<file path="config.mk">
export PLATFORM = sky130hd
export DESIGN_NAME = glm_sbox_layer_ctrl
export DESIGN_NICKNAME = d
export VERILOG_FILES = /design/src/rtl/glm_sbox_layer_ctrl.sv
export SDC_FILE = /design/constraint.sdc
export NUM_CORES = 1
export LEC_CHECK = 0
export ABC_AREA = 1
export ABC_CLOCK_PERIOD_IN_PS = 1380
export BUFFER_PORTS_ARGS = -buffer_cell sky130_fd_sc_hd__buf_4
export CAP_MARGIN = 20
export CORE_UTILIZATION = 35
export CTS_CLUSTER_DIAMETER = 100
export DETAILED_ROUTE_END_ITERATION = 8
export GPL_ROUTABILITY_DRIVEN = 0
export PLACE_DENSITY = 0.61
export SYNTH_ARGS = -nofsm -noshare
export SYNTH_HDL_FRONTEND = slang
export SYNTH_SLANG_ARGS = --single-unit
</file>
<file path="constraint.sdc">
create_clock -name clk -period 1.38 [get_ports clk]
set_input_delay 0.207 -clock clk [delete_from_list [all_inputs] [get_ports clk]]
set_output_delay 0.207 -clock clk [all_outputs]
set_load 0.01 [all_outputs]
</file>
<file path="src/rtl/glm_sbox_layer_ctrl.sv">
// glm_sbox_layer_ctrl: feeds a masked PRINCE state nibble-wise through one shared S-box core.
// Optional build macro GLM_SHARE_CLEAR_EN scrubs the core inputs whenever no nibble is fed.
module glm_sbox_layer_ctrl #(
   parameter int NIBBLES  = 16,
   parameter int CORE_LAT = 2,
   parameter int RND_W    = 4
) (
   input  logic                   clk,
   input  logic                   rst_n,
   input  logic                   start_i,
   input  logic [4*NIBBLES-1:0]   in_sh0_i,
   input  logic [4*NIBBLES-1:0]   in_sh1_i,
   output logic                   busy_o,
   output logic                   done_o,
   output logic [4*NIBBLES-1:0]   out_sh0_o,
   output logic [4*NIBBLES-1:0]   out_sh1_o,
   output logic [3:0]             core_x0_o,
   output logic [3:0]             core_x1_o,
   output logic [RND_W-1:0]       core_rnd_o,
   output logic [CORE_LAT-1:0]    core_en_o,
   input  logic [3:0]             core_y0_i,
   input  logic [3:0]             core_y1_i,
   input  logic [RND_W-1:0]       rnd_i,
   input  logic                   rnd_valid_i,
   output logic                   rnd_ready_o
);

   localparam int W  = 4 * NIBBLES;
   localparam int CW = $clog2(NIBBLES + 1);
   localparam logic [CW-1:0] LAST = CW'(NIBBLES - 1);
   localparam logic [CW-1:0] FULL = CW'(NIBBLES);

   typedef enum logic [1:0] {IDLE, FEED, DRAIN, DONE} state_t;

   state_t              state_q, state_d;
   logic [W-1:0]        in0_q, in1_q, out0_q, out1_q;
   logic [CW-1:0]       feed_cnt_q, wb_cnt_q;
   logic [CORE_LAT-1:0] vld_q;
   logic [CORE_LAT:0]   vld;
   logic                feed, wb, start, last_feed;

   assign feed      = (state_q == FEED) && rnd_valid_i;
   assign vld       = {vld_q, feed};
   assign wb        = vld[CORE_LAT];
   assign start     = (state_q == IDLE) && start_i;
   assign last_feed = feed && (feed_cnt_q == LAST);

   assign busy_o      = (state_q == FEED) || (state_q == DRAIN);
   assign done_o      = (state_q == DONE);
   assign rnd_ready_o = feed;
   assign core_en_o   = vld[CORE_LAT-1:0];
   assign out_sh0_o   = out0_q;
   assign out_sh1_o   = out1_q;

`ifdef GLM_SHARE_CLEAR_EN
   logic done_enter;
   assign done_enter = (state_d == DONE) && (state_q != DONE);
   assign core_x0_o  = feed ? in0_q[3:0] : 4'h0;
   assign core_x1_o  = feed ? in1_q[3:0] : 4'h0;
   assign core_rnd_o = feed ? rnd_i : '0;
`else
   assign core_x0_o  = in0_q[3:0];
   assign core_x1_o  = in1_q[3:0];
   assign core_rnd_o = (state_q == FEED) ? rnd_i : '0;
`endif

   // state register
   always_ff @(posedge clk or negedge rst_n) begin
      if (!rst_n) state_q <= IDLE;
      else        state_q <= state_d;
   end

   // next-state: last write-back moves DRAIN straight into DONE
   always_comb begin
      state_d = state_q;
      unique case (state_q)
         IDLE:  if (start_i) state_d = FEED;
         FEED:  if (last_feed) state_d = DRAIN;
         DRAIN: if ((wb_cnt_q == FULL) || (wb && (wb_cnt_q == LAST)))
                   state_d = DONE;
         DONE:  state_d = IDLE;
         default: state_d = IDLE;
      endcase
   end

   // input share shift registers and feed counter
   always_ff @(posedge clk or negedge rst_n) begin
      if (!rst_n) begin
         in0_q      <= '0;
         in1_q      <= '0;
         feed_cnt_q <= '0;
      end else if (start) begin
         in0_q      <= in_sh0_i;
         in1_q      <= in_sh1_i;
         feed_cnt_q <= '0;
      end else if (feed) begin
         in0_q      <= {4'h0, in0_q[W-1:4]};
         in1_q      <= {4'h0, in1_q[W-1:4]};
         feed_cnt_q <= feed_cnt_q + CW'(1);
`ifdef GLM_SHARE_CLEAR_EN
      end else if (done_enter) begin
         in0_q      <= '0;
         in1_q      <= '0;
`endif
      end
   end

   // valid pipe tracking nibbles inside the core
   always_ff @(posedge clk or negedge rst_n) begin
      if (!rst_n) vld_q <= '0;
      else        vld_q <= vld[CORE_LAT-1:0];
   end

   // write-back: core results enter at the top, LSB nibble first
   always_ff @(posedge clk or negedge rst_n) begin
      if (!rst_n) begin
         out0_q   <= '0;
         out1_q   <= '0;
         wb_cnt_q <= '0;
      end else if (start) begin
         wb_cnt_q <= '0;
      end else if (wb) begin
         out0_q   <= {core_y0_i, out0_q[W-1:4]};
         out1_q   <= {core_y1_i, out1_q[W-1:4]};
         wb_cnt_q <= wb_cnt_q + CW'(1);
      end
   end

endmodule

</file>
==> run metrics, run 1 <==
Worst Hold Launch start_i; Slew Limit Fails 0; Die Y 183 µm; area grow syn2layout 91.8%; simple-gate share of the synthesized area 10.2%; RSZ-0062 raised after global routing true; FFs w/ async S/R, synth 100%; worst skew pair latency 0.56 ns; total gr overflow 0; max_cap viols 0; Final min period 1.76 ns; Slew HR 69.1%; cell type with the largest total area after synthesis dfrtp_1; dpl cell area 14400 µm²; flop and latch count out of synthesis 270; largest family of logic cells by synthesized area compound AO/OA/AOI/OAI gates; Top FF cell, synth dfrtp_1; fmax 567 MHz; Post-route DRC 0; global-route wire length before repair 64000 µm; reg2reg start state_q[1]$_DFFE_PN0P_; Synth Cell Area 11500 µm²; DRT antenna net count 0; num ports 289; Die Width 183 µm; Worst VDD drop 0.00123 V; clock sinks 270; initial antenna violation count 1; H-Tree Depth 1; syn nets 1436; Fin Setup TNS -74.08 ns; Worst-path clk slew 0.06 ns; Hold WC Path Type in -> reg; fill count 2135; Yosys top cell area share 58.8%; static leakage 10.3 nW; CTS Root Buffer Type clkbuf_16; share of layout cells above drive strength 1 55.4%; row count 65; WS Path Type reg -> reg; GRT Total Usage 24.3%; Yosys cell types 24; yosys warns 0; Vias/cell 5.14; Post-Layout Inst Area 22000 µm²; CTS tree built; post-synthesis mux area share 0%; Synth Area in Compound Gates 19.0%; Power per Cell Area 2370 nW/µm²; core area 31900 µm²; Post-Syn Instances 1283; number of global-route vias before repair 11580; Final Instance Count excl. Fillers 2312; main area contributors after synthesis dfrtp_1 59%, o21ai_0 11%, inv_1 6.0%; CTS Buffer Depth 3; failing checks setup timing; Worst setup startpoint state_q[1]$_DFFE_PN0P_; EDFF count, synth 0; Crit Path Max Fanout 8; routed wire length 46600 µm; part of the Yosys area used for sequential elements 58.8%; post-synthesis adder-cell area fraction 0.981%; Layout Nets 2007; CP arrival 2.18 ns; status complete, but fails checks; CP Capture Type flop; I/O Buffers 288; final worst slack -0.384 ns; Final setup viols 288; first drt pass iteration count 5; Hold Worst Slack 0.171 ns; CP required 1.80 ns; Synth Area per Inst 8.95 µm²; Fin Clk Skew 0.0121 ns; Initial Util 36.0%; via count 11873; largest net degree at the start of global routing 47; DP HPWL 21500 µm; Slew @ Worst Pin 0.463 ns; Num CTS Buffers 30; DR iter-0 viols 684; die area 33500 µm²; critical path launch point type flop; placed insts 1966; xor/xnor share of the synthesized area 0%; crit share post-route 128%; Finished Core Util 69.1%; number of hold violations in the final report 0; routed len/inst 20.2 µm
==> sequential cells by signal, indices dropped and copies added, names as in the netlist <==
| register | count |
|---|---|
| in0_q | 64 |
| in1_q | 64 |
| out_sh0_o | 64 |
| out_sh1_o | 64 |
| feed_cnt_q | 5 |
| wb_cnt_q | 5 |
| state_q | 2 |
| vld_q | 2 |
==> synth_stat cells, types with 5 or more instances <==
cell type	n
o21ai_1	117
nand2_1	170
buf_4	13
o21ai_0	244
buf_6	15
o211ai_1	5
buf_2	41
inv_1	185
nor2_1	70
a21oi_1	65
clkbuf_1	23
ha_1	9
dfrtp_1	270
nand3_1	46
==> worst max-delay path, cell delays in order (launching register included) <==
cell and delay [ns]:
dfrtp_1 0.38, inv_2 0.08, buf_6 0.10, ha_4 0.20
buf_12 0.12, nand2_8 0.06, buf_12 0.16, buf_12 0.14
buf_16 0.15, o21ai_4 0.12, o21ai_1 0.10
==> metrics by stage <==
step           power (W)  setup slack (ns)
6_report          0.0521            -0.384
5_1_grt           0.0547            -0.446
4_1_cts           0.0452            -0.366
3_5_place_dp      0.0287            -0.335
3_3_place_gp      0.0283            -0.279
2_1_floorplan     0.0221           -0.0105
==> layout make-up <==
class / instances / area [µm²] / area share (%)
Antenna cell: 1 / 2.50 / 0.0114
Timing Repair inverter: 1 / 8.76 / 0.0398
Timing Repair Buffer: 620 / 6940 / 31.5
Multi-Input combinational cell: 745 / 5950 / 27.0
Inverter: 186 / 743 / 3.38
Clock inverter: 13 / 188 / 0.852
Clock buffer: 41 / 852 / 3.87
Sequential cell: 270 / 6790 / 30.8
Tap cell: 435 / 544 / 2.47
==> placed cells by master, fill, tap and decap left out, drive strengths merged <==
master / n
a21oi: 65
nand2: 184
clkbuf: 56
o21ai: 361
nor2: 70
nand3: 46
buf: 468
inv: 187
o211ai: 5
clkinv: 6
dfrtp: 270
dlygate4sd3: 137
clkinvlp: 3
o31ai: 1
or2: 1
o22ai: 1
and3: 1
bufinv: 4
nor3: 1
diode: 1
ha: 9
==> routing by layer <==
metal / track usage, % / vias to the layer above / share of wire (%)
met1: 31.3 / 5892 / 39
li1: - / 5357 / -
met4: 6.43 / 0 / 3.0
met2: 42.2 / 521 / 52
met3: 3.97 / 103 / 6.3
met5: 0 / - / 0
==> where the power goes <==
part / total [W] / switching (W) / internal, W
clock: 0.00844 / 0.00338 / 0.00506
sequential: 0.0146 / 0.00276 / 0.0119
combinational: 0.0290 / 0.0147 / 0.0143
total: 0.0521 / 0.0209 / 0.0312
==> cell families (layout without fill, tap and decap cells) <==
group	after synthesis	count (layout)
AOI/OAI and AO/OA	433	433
adders and majority gates	9	9
buffers and inverters	280	861
DFF	270	270
other	0	1
and+or+nand+nor	291	303
==> path summary, 6_finish.rpt <==
kind | slack, ns | cells after the start | end
max in group asynchronous | 0.61 | 3 | in1_q[0]$_DFFE_PN0P_
max | -0.38 | 10 | in0_q[59]$_DFFE_PN0P_
max reg2reg | -0.38 | 10 | in0_q[59]$_DFFE_PN0P_
min in group asynchronous | 0.18 | 2 | out_sh1_o[38]$_DFFE_PN0P_
min reg2reg | 0.39 | 0 | vld_q[1]$_DFF_PN0_
min | 0.17 | 4 | in0_q[14]$_DFFE_PN0P_
==> repair_timing <==
action | CTS | global route
pin swaps | 14 | 47
hold endpoints to repair | 406 | 0
setup buffers | 44 | 47
setup endpoints to repair | 278 | 297
cloned | 63 | 19
resized for setup | 445 | 565
hold buffers | 137 | 0
(Power assumes the default switching activity.)
==> inputs of run 2 (changes only) <==
Settings changed: ABC_CLOCK_PERIOD_IN_PS 1380 to 2100, PLACE_DENSITY 0.61 to 0.58, SLEW_MARGIN set to 25.
Clock period 1.38 ns to 2.1 ns, I/O delays scaled along.
==> run 2 against run 1 <==
- the flow now finishes without violations
- sequential power shrank 37%
- power shrank 55%
- flip-flop and latch count is the same
- sequential share of layout area grew 12 points
- critical path type is now reg -> out
- largest power group unchanged
- final cell count shrank 9.9%
- clock skew grew 0.0040 ns
- cell area shrank 28%
- clock-buffer cell count grew 7
==> run metrics, run 2 (same netlist as run 1, synthesis figures left out) <==
max_cap viols 0; critical path launch point type flop; CP required 1.78 ns; fill count 3060; DR iter-0 viols 471; met3 GRT Util 4.75%; static leakage 8.02 nW; Slew @ Worst Pin 0.485 ns; num ports 289; total gr overflow 0; Worst Hold Launch in_sh0_i[8]; routed wire length 29900 µm; Post-route DRC 0; largest net degree at the start of global routing 72; worst skew pair latency 0.54 ns; routed len/inst 14.4 µm; area grow syn2layout 38.3%; M1 GR Usage 23.7%; Worst-path clk slew 0.06 ns; global-route wire length before repair 48700 µm; FF-to-FF End in0_q[54]$_DFFE_PN0P_; CTS Buffer Depth 3; Layout Nets 1779; via count 9676; CTS Root Buffer Type clkbuf_16; status completed; CP Capture Type output pin; GRT Total Usage 17.8%; initial antenna violation count 1; Slew HR 67.7%; Finished Core Util 49.8%; combinational power share 39.2%; reg2reg start state_q[0]$_DFFE_PN0P_; Net Sw Power 0.00861 W; DP HPWL 20500 µm; Slew Limit Fails 0; CP Buf/Inv Count 3; die area 33500 µm²; dpl cell area 14000 µm²; core area 31900 µm²; post-CTS setup buffers 0; row count 65; I/O Buffers 288; Crit Path Max Fanout 16; delay-heaviest family, CP flip-flops; most frequent cells in the layout 306 x buf_4, 269 x dfrtp_1, 244 x o21ai_0; WHS Path Cells 3; Die Width 183 µm; slowest stage delay, CP 0.40 ns; Vias/cell 4.65; CTS tree built; Post-Layout Inst Area 15900 µm²; Die Y 183 µm; Reg power frac 39.1%; switch share 36.8%; fmax 506 MHz; Final min period 1.98 ns; number of global-route vias before repair 9596; Fin Setup TNS 0 ns; CP arrival 1.66 ns; Num CTS Buffers 30; Fin Clk Skew 0.0162 ns; total power 0.0234 W; number of hold violations in the final report 0; crit share post-route 94.1%; path depth of the worst reg2reg path 8; Final setup viols 0; clock sinks 270; first drt pass iteration count 7; GRT busiest layer met2; Hold EP in0_q[8]$_DFFE_PN0P_; RSZ-0062 raised after global routing false; crit-path cells inv_1, ha_4, nand2_4, inv_8, buf_4; WS Path Type reg -> out; H-Tree Depth 1; Power per Cell Area 1470 nW/µm²; met2 usage in global routing 29.4%; Crit-path slowest cell dfrtp_1; DRT antenna net count 0; share of layout cells above drive strength 1 22.3%; Hold WC Path Type in -> reg; reg2reg setup slack 0.20 ns; clock power share 21.7%; Hold Worst Slack 0.0211 ns; Initial Util 36.0%; most common cell after layout, fill and taps aside buf_4; Worst VDD drop 0.000815 V; Internal 0.0148 W
-- run 2: changes by cell type in the layout (fill, tap and decap cells not counted), sizes merged, moves of 2 or more --
cell,before,now
clkinvlp,3,1
nand2,184,172
bufinv,4,1
clkinv,6,3
clkbuf,56,48
buf,468,318
dlygate4sd3,137,87
-- run 2: worst max-delay path by stage --
stage / start / to / cells past startpoint
floorplan: state_q[1]$_DFFE_PN0P_ / core_en_o[0] / 7
global placement: state_q[0]$_DFFE_PN0P_ / in1_q[14]$_DFFE_PN0P_ / 8
detailed placement: state_q[0]$_DFFE_PN0P_ / in0_q[54]$_DFFE_PN0P_ / 8
CTS: state_q[1]$_DFFE_PN0P_ / rnd_ready_o / 5
global route: state_q[1]$_DFFE_PN0P_ / core_en_o[0] / 5
finish: state_q[1]$_DFFE_PN0P_ / rnd_ready_o / 5
-- run 2: worst min-delay path: cells and delay by family --
family,cells,cell delay (ns)
AO/OA/AOI/OAI,1,0.08
AND/OR/NAND/NOR,1,0.06
buffers and inverters,1,0.07
-- run 2: stage by stage --
stage,setup slack (ns),std cells
4_1_cts,0.0636,2082
3_5_place_dp,0.228,1942
5_1_grt,0.0186,2083
6_report,0.123,2083
3_3_place_gp,0.251,1942
2_1_floorplan,0.487,1283
-- run 2: what timing repair did --
action,CTS,global route
resized for setup,4,4
hold buffers,87,0
gates cloned,0,0
setup endpoints to repair,2,5
hold endpoints to repair,137,0
-- run 2: area by class of cell --
class	instances	area (µm²)	share of cell area, %
clock buffers	48	900	5.66
diodes	1	2.50	0.0158
inverters	186	706	4.44
well taps	435	544	3.43
flip-flops and latches	270	6760	42.5
multi-input cells	733	3500	22.1
repair buffers	405	3420	21.5
clock inverters	5	52.6	0.331
-- run 2: per-layer routing --
layer,share of wire (%),wire [µm],vias to the layer above
met2,46,13800,260
met5,0,0,-
li1,-,-,4809
met1,45,13500,4574
met4,1.2,359,0
met3,7.4,2220,33
-- run 2: power groups by stage --
stage,clock [W],combinational (W),sequential [W]
CTS,0.00523,0.00928,0.00919
global route,0.00544,0.0105,0.00945
global placement,0,0.00889,0.00922
finish,0.00507,0.00917,0.00915
floorplan,0,0.00494,0.00943
detailed placement,0,0.00907,0.00926
